==> src/rtl/gbdt_sample_loader.sv <==
// gbdt_sample_loader: buffers one sample's features, runs the GBDT classifier
// and returns its score (or a framing/timeout error) on a valid/ready result port.
`default_nettype none

module gbdt_sample_loader #(
  parameter int N_FEAT  = 200,
  parameter int TIMEOUT = 65535
) (
  input  logic        gbdt_clk,
  input  logic        gbdt_rst_n,
  input  logic        s_valid,
  output logic        s_ready,
  input  logic [8:0]  s_data,
  input  logic        s_last,
  output logic        enable,
  input  logic [7:0]  feature_num,
  output logic [8:0]  feature_val,
  input  logic        class_done,
  input  logic [31:0] class_result,
  output logic        res_valid,
  input  logic        res_ready,
  output logic [31:0] res_data,
  output logic [1:0]  res_err,
  output logic        busy,
  output logic [15:0] sample_cnt
);

  typedef enum logic [2:0] {
    ST_IDLE   = 3'd0,
    ST_LOAD   = 3'd1,
    ST_DRAIN  = 3'd2,
    ST_RUN    = 3'd3,
    ST_RESULT = 3'd4
  } state_e;

  localparam logic [8:0]  LAST_IDX    = 9'(N_FEAT - 1);
  localparam logic [15:0] WD_LAST     = 16'(TIMEOUT - 1);
  localparam logic [1:0]  ERR_OK      = 2'b00;
  localparam logic [1:0]  ERR_FRAME   = 2'b01;
  localparam logic [1:0]  ERR_TIMEOUT = 2'b10;

  state_e      state_q, state_d;
  logic [8:0]  load_cnt_q, load_cnt_d;
  logic [15:0] wd_cnt_q, wd_cnt_d;
  logic [31:0] res_data_q, res_data_d;
  logic [1:0]  res_err_q, res_err_d;
  logic [15:0] sample_cnt_q, sample_cnt_d;
  logic        s_ready_q, enable_q, busy_q, res_valid_q;
  logic [8:0]  feat_q [N_FEAT];

  logic beat, store, frame_err;

  assign beat  = s_valid && s_ready_q;
  assign store = beat && ((state_q == ST_IDLE) || (state_q == ST_LOAD));

  always_comb begin
    state_d      = state_q;
    load_cnt_d   = load_cnt_q;
    wd_cnt_d     = '0;
    res_data_d   = res_data_q;
    res_err_d    = res_err_q;
    sample_cnt_d = sample_cnt_q;
    frame_err    = 1'b0;

    if (store) load_cnt_d = load_cnt_q + 9'd1;

    case (state_q)
      ST_IDLE: begin
        if (beat) begin
          if (s_last) frame_err = 1'b1;
          else        state_d   = ST_LOAD;
        end
      end
      ST_LOAD: begin
        if (beat) begin
          if (load_cnt_q == LAST_IDX) state_d = s_last ? ST_RUN : ST_DRAIN;
          else if (s_last)            frame_err = 1'b1;
        end
      end
      ST_DRAIN: begin
        if (beat && s_last) frame_err = 1'b1;
      end
      ST_RUN: begin
        wd_cnt_d = wd_cnt_q + 16'd1;
        // A completion in the same cycle as the watchdog expiry still counts.
        if (class_done) begin
          res_data_d = class_result;
          res_err_d  = ERR_OK;
          state_d    = ST_RESULT;
        end else if (wd_cnt_q == WD_LAST) begin
          res_data_d = '0;
          res_err_d  = ERR_TIMEOUT;
          state_d    = ST_RESULT;
        end
      end
      ST_RESULT: begin
        if (res_valid_q && res_ready) begin
          sample_cnt_d = sample_cnt_q + 16'd1;
          state_d      = ST_IDLE;
        end
      end
      default: state_d = ST_IDLE;
    endcase

    if (frame_err) begin
      res_data_d = '0;
      res_err_d  = ERR_FRAME;
      state_d    = ST_RESULT;
    end

    if (state_d == ST_IDLE) load_cnt_d = '0;
  end

  // Status outputs are registered from the next state so they line up with it.
  always_ff @(posedge gbdt_clk or negedge gbdt_rst_n) begin
    if (!gbdt_rst_n) begin
      state_q      <= ST_IDLE;
      load_cnt_q   <= '0;
      wd_cnt_q     <= '0;
      res_data_q   <= '0;
      res_err_q    <= ERR_OK;
      sample_cnt_q <= '0;
      s_ready_q    <= 1'b1;
      enable_q     <= 1'b0;
      busy_q       <= 1'b0;
      res_valid_q  <= 1'b0;
    end else begin
      state_q      <= state_d;
      load_cnt_q   <= load_cnt_d;
      wd_cnt_q     <= wd_cnt_d;
      res_data_q   <= res_data_d;
      res_err_q    <= res_err_d;
      sample_cnt_q <= sample_cnt_d;
      s_ready_q    <= (state_d == ST_IDLE) || (state_d == ST_LOAD) || (state_d == ST_DRAIN);
      enable_q     <= (state_d == ST_RUN);
      busy_q       <= (state_d != ST_IDLE);
      res_valid_q  <= (state_d == ST_RESULT);
    end
  end

  always_ff @(posedge gbdt_clk or negedge gbdt_rst_n) begin
    if (!gbdt_rst_n) begin
      for (int i = 0; i < N_FEAT; i++) feat_q[i] <= '0;
    end else if (store) begin
      for (int i = 0; i < N_FEAT; i++) begin
        if (load_cnt_q == 9'(i)) feat_q[i] <= s_data;
      end
    end
  end

  // Out-of-range indices match no entry and read as zero.
  always_comb begin
    feature_val = '0;
    for (int i = 0; i < N_FEAT; i++) begin
      if ({1'b0, feature_num} == 9'(i)) feature_val = feat_q[i];
    end
  end

  assign s_ready    = s_ready_q;
  assign enable     = enable_q;
  assign busy       = busy_q;
  assign res_valid  = res_valid_q;
  assign res_data   = res_data_q;
  assign res_err    = res_err_q;
  assign sample_cnt = sample_cnt_q;

endmodule

`default_nettype wire

==> config.mk <==
export PLATFORM = sky130hd
export DESIGN_NAME = gbdt_sample_loader
export DESIGN_NICKNAME = d
export VERILOG_FILES = /design/src/rtl/gbdt_sample_loader.sv
export SDC_FILE = /design/constraint.sdc
export NUM_CORES = 2
export LEC_CHECK = 0
export BUFFER_PORTS_ARGS = -buffer_cell sky130_fd_sc_hd__buf_2
export CAP_MARGIN = 20
export CELL_PAD_IN_SITES_DETAIL_PLACEMENT = 1
export CELL_PAD_IN_SITES_GLOBAL_PLACEMENT = 2
export CORE_MARGIN = 1
export CORE_UTILIZATION = 47
export CTS_CLUSTER_DIAMETER = 40
export DETAILED_ROUTE_END_ITERATION = 7
export PLACE_DENSITY_LB_ADDON = 0.2
export SYNTH_ARGS = -nofsm -noshare
export SYNTH_HDL_FRONTEND = slang
export SYNTH_SLANG_ARGS = --single-unit
==> constraint.sdc <==
create_clock -name gbdt_clk -period 7.4 [get_ports gbdt_clk]
set_input_delay 0.74 -clock gbdt_clk [delete_from_list [all_inputs] [get_ports gbdt_clk]]
set_output_delay 0.74 -clock gbdt_clk [all_outputs]
set_load 0.03 [all_outputs]
==> results.yml <==
sta:
  setup_ws_ns: -0.0760
  setup_viol: 1
  slew-limit-headroom_pct: 10.1
  finalHoldViolCount: 0
  final.setup_skew_ns: 0.0595
  setup_tns_ns: -0.0760
  max_freq_ghz: 0.134
  slew_violations: 0
  fin_crit_sh_pct: 101
  tightest_slew_ns: 1.35
  rsz0062_at_grt: "false"
  period_needed_ns: 7.48
worst_setup_path:
  critPathLaunchType: "input port"
  r2r_setup_slack_ns: 2.33
  worstPathCellList: "clkbuf_8, nand4b_4, buf_12, o21ai_0, a211oi_1, o21ai_0, a311oi_1, o31ai_1, a21oi_1, nor3_1, a41oi_1, buf_4, buf_2"
  endpoint_kind: "primary output"
  cp.arrival_ns: 6.74
  critPathBufInv: 4
  crit_type: "input port to primary output"
  r2r-end: "feat_q[1418]"
  rr_worst_depth: 6
  crit_family: "compound AO/OA/AOI/OAI gates"
  path_max_fanout: 60
  r2r_start: "state_q[2]"
  critPathRequiredTime_ns: 6.66
  critPathMostFrequentCell: "o21ai_0"
  crit_slowest_cell: "nor3_1"
  cpPeakStageDelay_ns: 0.92
route:
  drt-initial-drc-count: 11700
  dr.pass1.iters: 7
  num_vias: 82300
  wl_per_cell_um: 43.0
  wl_mm: 482
  viasPerCell: 7.33
  post-route-drc-count: 0
  antenna_left: 0
power_and_ir_drop:
  p_int_mw: 21.2
  pwr-share-comb_pct: 8.0
  total_power_mw: 28.9
  p_per_area_nw_per_um2: 262
  netSwitchingPower_mw: 7.66
  clock_power_share_pct: 55.6
  switching_share_pct: 26.5
  ir_drop_mv: 0.279
  seq_power_share_pct: 36.3
  power_leakage_nw: 51.6
status:
  failed_checks: "setup timing"
  outcome: "finished with violations"
place:
  dp_slack_ns: 0.432
  port_buffers: 117
  gp_routability_congestion: 1.02
  dpl-instance-area_um2: 98000
  dp_hpwl_mm: 312
synthesis:
  syn_nets: 8152
  synth_top_cell_area_share_pct: 50.6
  synth-edff-count: 0
  synth_area_leader_cell: "dfrtp_1"
  syn_area_um2: 92900
  synth_top_family_by_area: "multiplexers"
  synth_xor_area_share_pct: 0.320
  synthSimpleGateAreaFrac_pct: 7.52
  synthCells: 8090
  synthTopCellsByArea: "dfrtp_1 51%, mux2_2 23%, a21oi_1 2.6%"
  synth_cell_types: 109
  yosysSeqAreaShare_pct: 50.7
  synth_ff_type: "dfrtp_1"
  synth_compound_area_share_pct: 14.4
  ys_warn_count: 0
  syn-mean-instance-area_um2: 11.5
  synthAdderAreaFrac_pct: 0.0942
  synth.area.mux_share_pct: 23.5
  async_flop_share_pct: 100
  ys_ff_latch: 1882
finish:
  area_growth_pct: 18.5
  fillers: 19700
  nets: 8352
  fin_area_um2: 110000
  drive_gt1_share_pct: 36.8
  regArea_um2: 47100
  multi_input_area_um2: 43100
clock_tree:
  clkTransAtPathRegs_ns: 0.05
  cts-root-buf: "clkbuf_16"
  clockBufferDepth: 4
  htreeDepth: 5
  cts-resized-gates: 0
  worstSkewPairLatency_ns: 1.00
  cts_tree: "done"
  cts.sinks: 1882
  cts_made_buffers: 337
global_routing:
  grt_pass1_vias: 83100
  antenna_found_initial: 60
  grt_pass1_wl_mm: 670
  track_usage_pct: 47.9
  grt-ovfl-total: 0
  grt_max_degree: 179
die:
  rows: 162
  initial_utilization_pct: 47.5
  core_um2: 196000
  io_pins: 118
  die_h_um: 447
  die-area_um2: 200000
  dieWidth_um: 447
hold_path:
  hold_class: "input port to flip-flop"
  holdPathEnd: "res_data[21]"
  worstHoldStart: "class_result[21]"
  hold_depth: 3
job:
  drv_cap: 0
cell usage in the layout, fill, tap and decap left out, types with 33 or more instances in the layout:
cell	count
a211oi_1	67
a21oi_1	492
a221oi_1	71
a22oi_1	135
a31oi_1	71
buf_12	44
buf_2	103
buf_4	363
buf_6	45
bufinv_16	39
clkbuf_16	344
clkbuf_8	42
clkinv_2	48
clkinvlp_4	33
dfrtp_1	1881
diode_2	47
mux2_2	1861
mux2i_1	77
nand2_1	353
nand3_1	144
nand4_1	39
nor2_1	495
nor2b_1	42
nor3_1	98
o211ai_1	70
o21ai_0	436
o221ai_1	68
o22ai_1	220
kinds of logic (layout without fill, tap and decap cells):
| family | count (synthesis) | after routing |
|---|---|---|
| adder cells (fa/ha/maj) | 7 | 7 |
| multiplexers | 1943 | 1943 |
| other | 0 | 47 |
| AO/OA/AOI/OAI | 2054 | 2054 |
| XOR/XNOR | 34 | 34 |
| flip-flops | 1882 | 1882 |
| AND/OR/NAND/NOR | 1440 | 1440 |
| buffers and inverters | 730 | 1184 |
tightest hold or removal path, stage by stage:
cell and delay [ns]:
buf_2 0.10, nand2_1 0.04, a21oi_1 0.05
synthesized netlist by cell type, drive strengths merged (19+ instances only):
cell	number
buf	319
o2111ai	27
and3	23
clkbuf	390
a2111oi	19
nand2b	33
nor2	513
nor4	20
a31oi	71
a2bb2oi	22
a221oi	73
a21oi	493
nand4	40
o211ai	71
mux2i	77
nand2	354
dfrtp	1881
inv	21
mux2	1863
o221ai	68
a21o	32
o21ai	457
a22o	30
nand3	153
nor2b	48
a221o	19
a211oi	67
o22a	21
o22ai	220
a22oi	135
o31ai	29
or3	28
a222oi	28
o21a	23
nor3	99
how the worst max path moves through the flow:
stage | from | end | slack, ns | depth (start not counted)
after floorplan | feature_num[2] | feature_val[6] | 3.33 | 13
after global placement | feature_num[2] | feature_val[8] | 0.24 | 12
after CTS | feature_num[7] | feature_val[3] | 0.39 | 14
final | feature_num[2] | feature_val[3] | -0.08 | 13
after global routing | feature_num[2] | feature_val[7] | 0.28 | 14
after detailed placement | feature_num[7] | feature_val[3] | 0.43 | 14
sequential cells by signal (all words and copies together) (netlist names):
| signal | flops |
|---|---|
| busy | 1 |
| enable | 1 |
| feat_q | 1800 |
| load_cnt_q | 9 |
| res_data | 32 |
| res_err | 2 |
| res_valid | 1 |
| s_ready | 1 |
| sample_cnt | 16 |
| state_q | 3 |
| wd_cnt_q | 16 |
per-layer routing:
| layer | share of wire [%] | track usage (%) |
|---|---|---|
| met5 | 0.087 | 0.806 |
| met2 | 41 | 66.5 |
| met4 | 10 | 39.2 |
| met3 | 13 | 17.7 |
| met1 | 36 | 59.2 |
metrics by stage:
step | utilization (%) | hold WS, ns | std cells
2_1_floorplan | - | 0.444 | 8090
4_1_cts | 56.0 | 0.00517 | 11100
3_3_place_gp | 49.9 | 0.458 | 10500
3_5_place_dp | 50.1 | 0.485 | 10500
5_1_grt | 56.3 | 0.0396 | 11200
6_report | 56.3 | 0.0268 | 11200
power by group through the flow:
stage	sequential, mW	combinational, mW	clock, mW
2_1_floorplan	10.7	0.930	0
3_3_place_gp	10.7	2.14	0
3_5_place_dp	10.7	2.16	0
4_1_cts	10.5	2.18	16.1
5_1_grt	10.5	2.32	16.5
6_report	10.5	2.32	16.1
final cells by class:
| cell class | count | area share [%] |
|---|---|---|
| multi-input cells | 5478 | 39.2 |
| repair buffers | 570 | 4.45 |
| diodes | 47 | 0.107 |
| flip-flops and latches | 1882 | 42.8 |
| clock buffers | 407 | 8.38 |
| inverters | 21 | 0.0761 |
| well taps | 2624 | 2.98 |
| clock inverters | 186 | 2.08 |
what timing repair did:
item                                   CTS  global route
hold buffers                             2             0
buffers inserted                         0             0
endpoints found under the hold margin  124             0
setup endpoints to repair                0             0
Note: power is estimated with default switching activity, not from simulation.
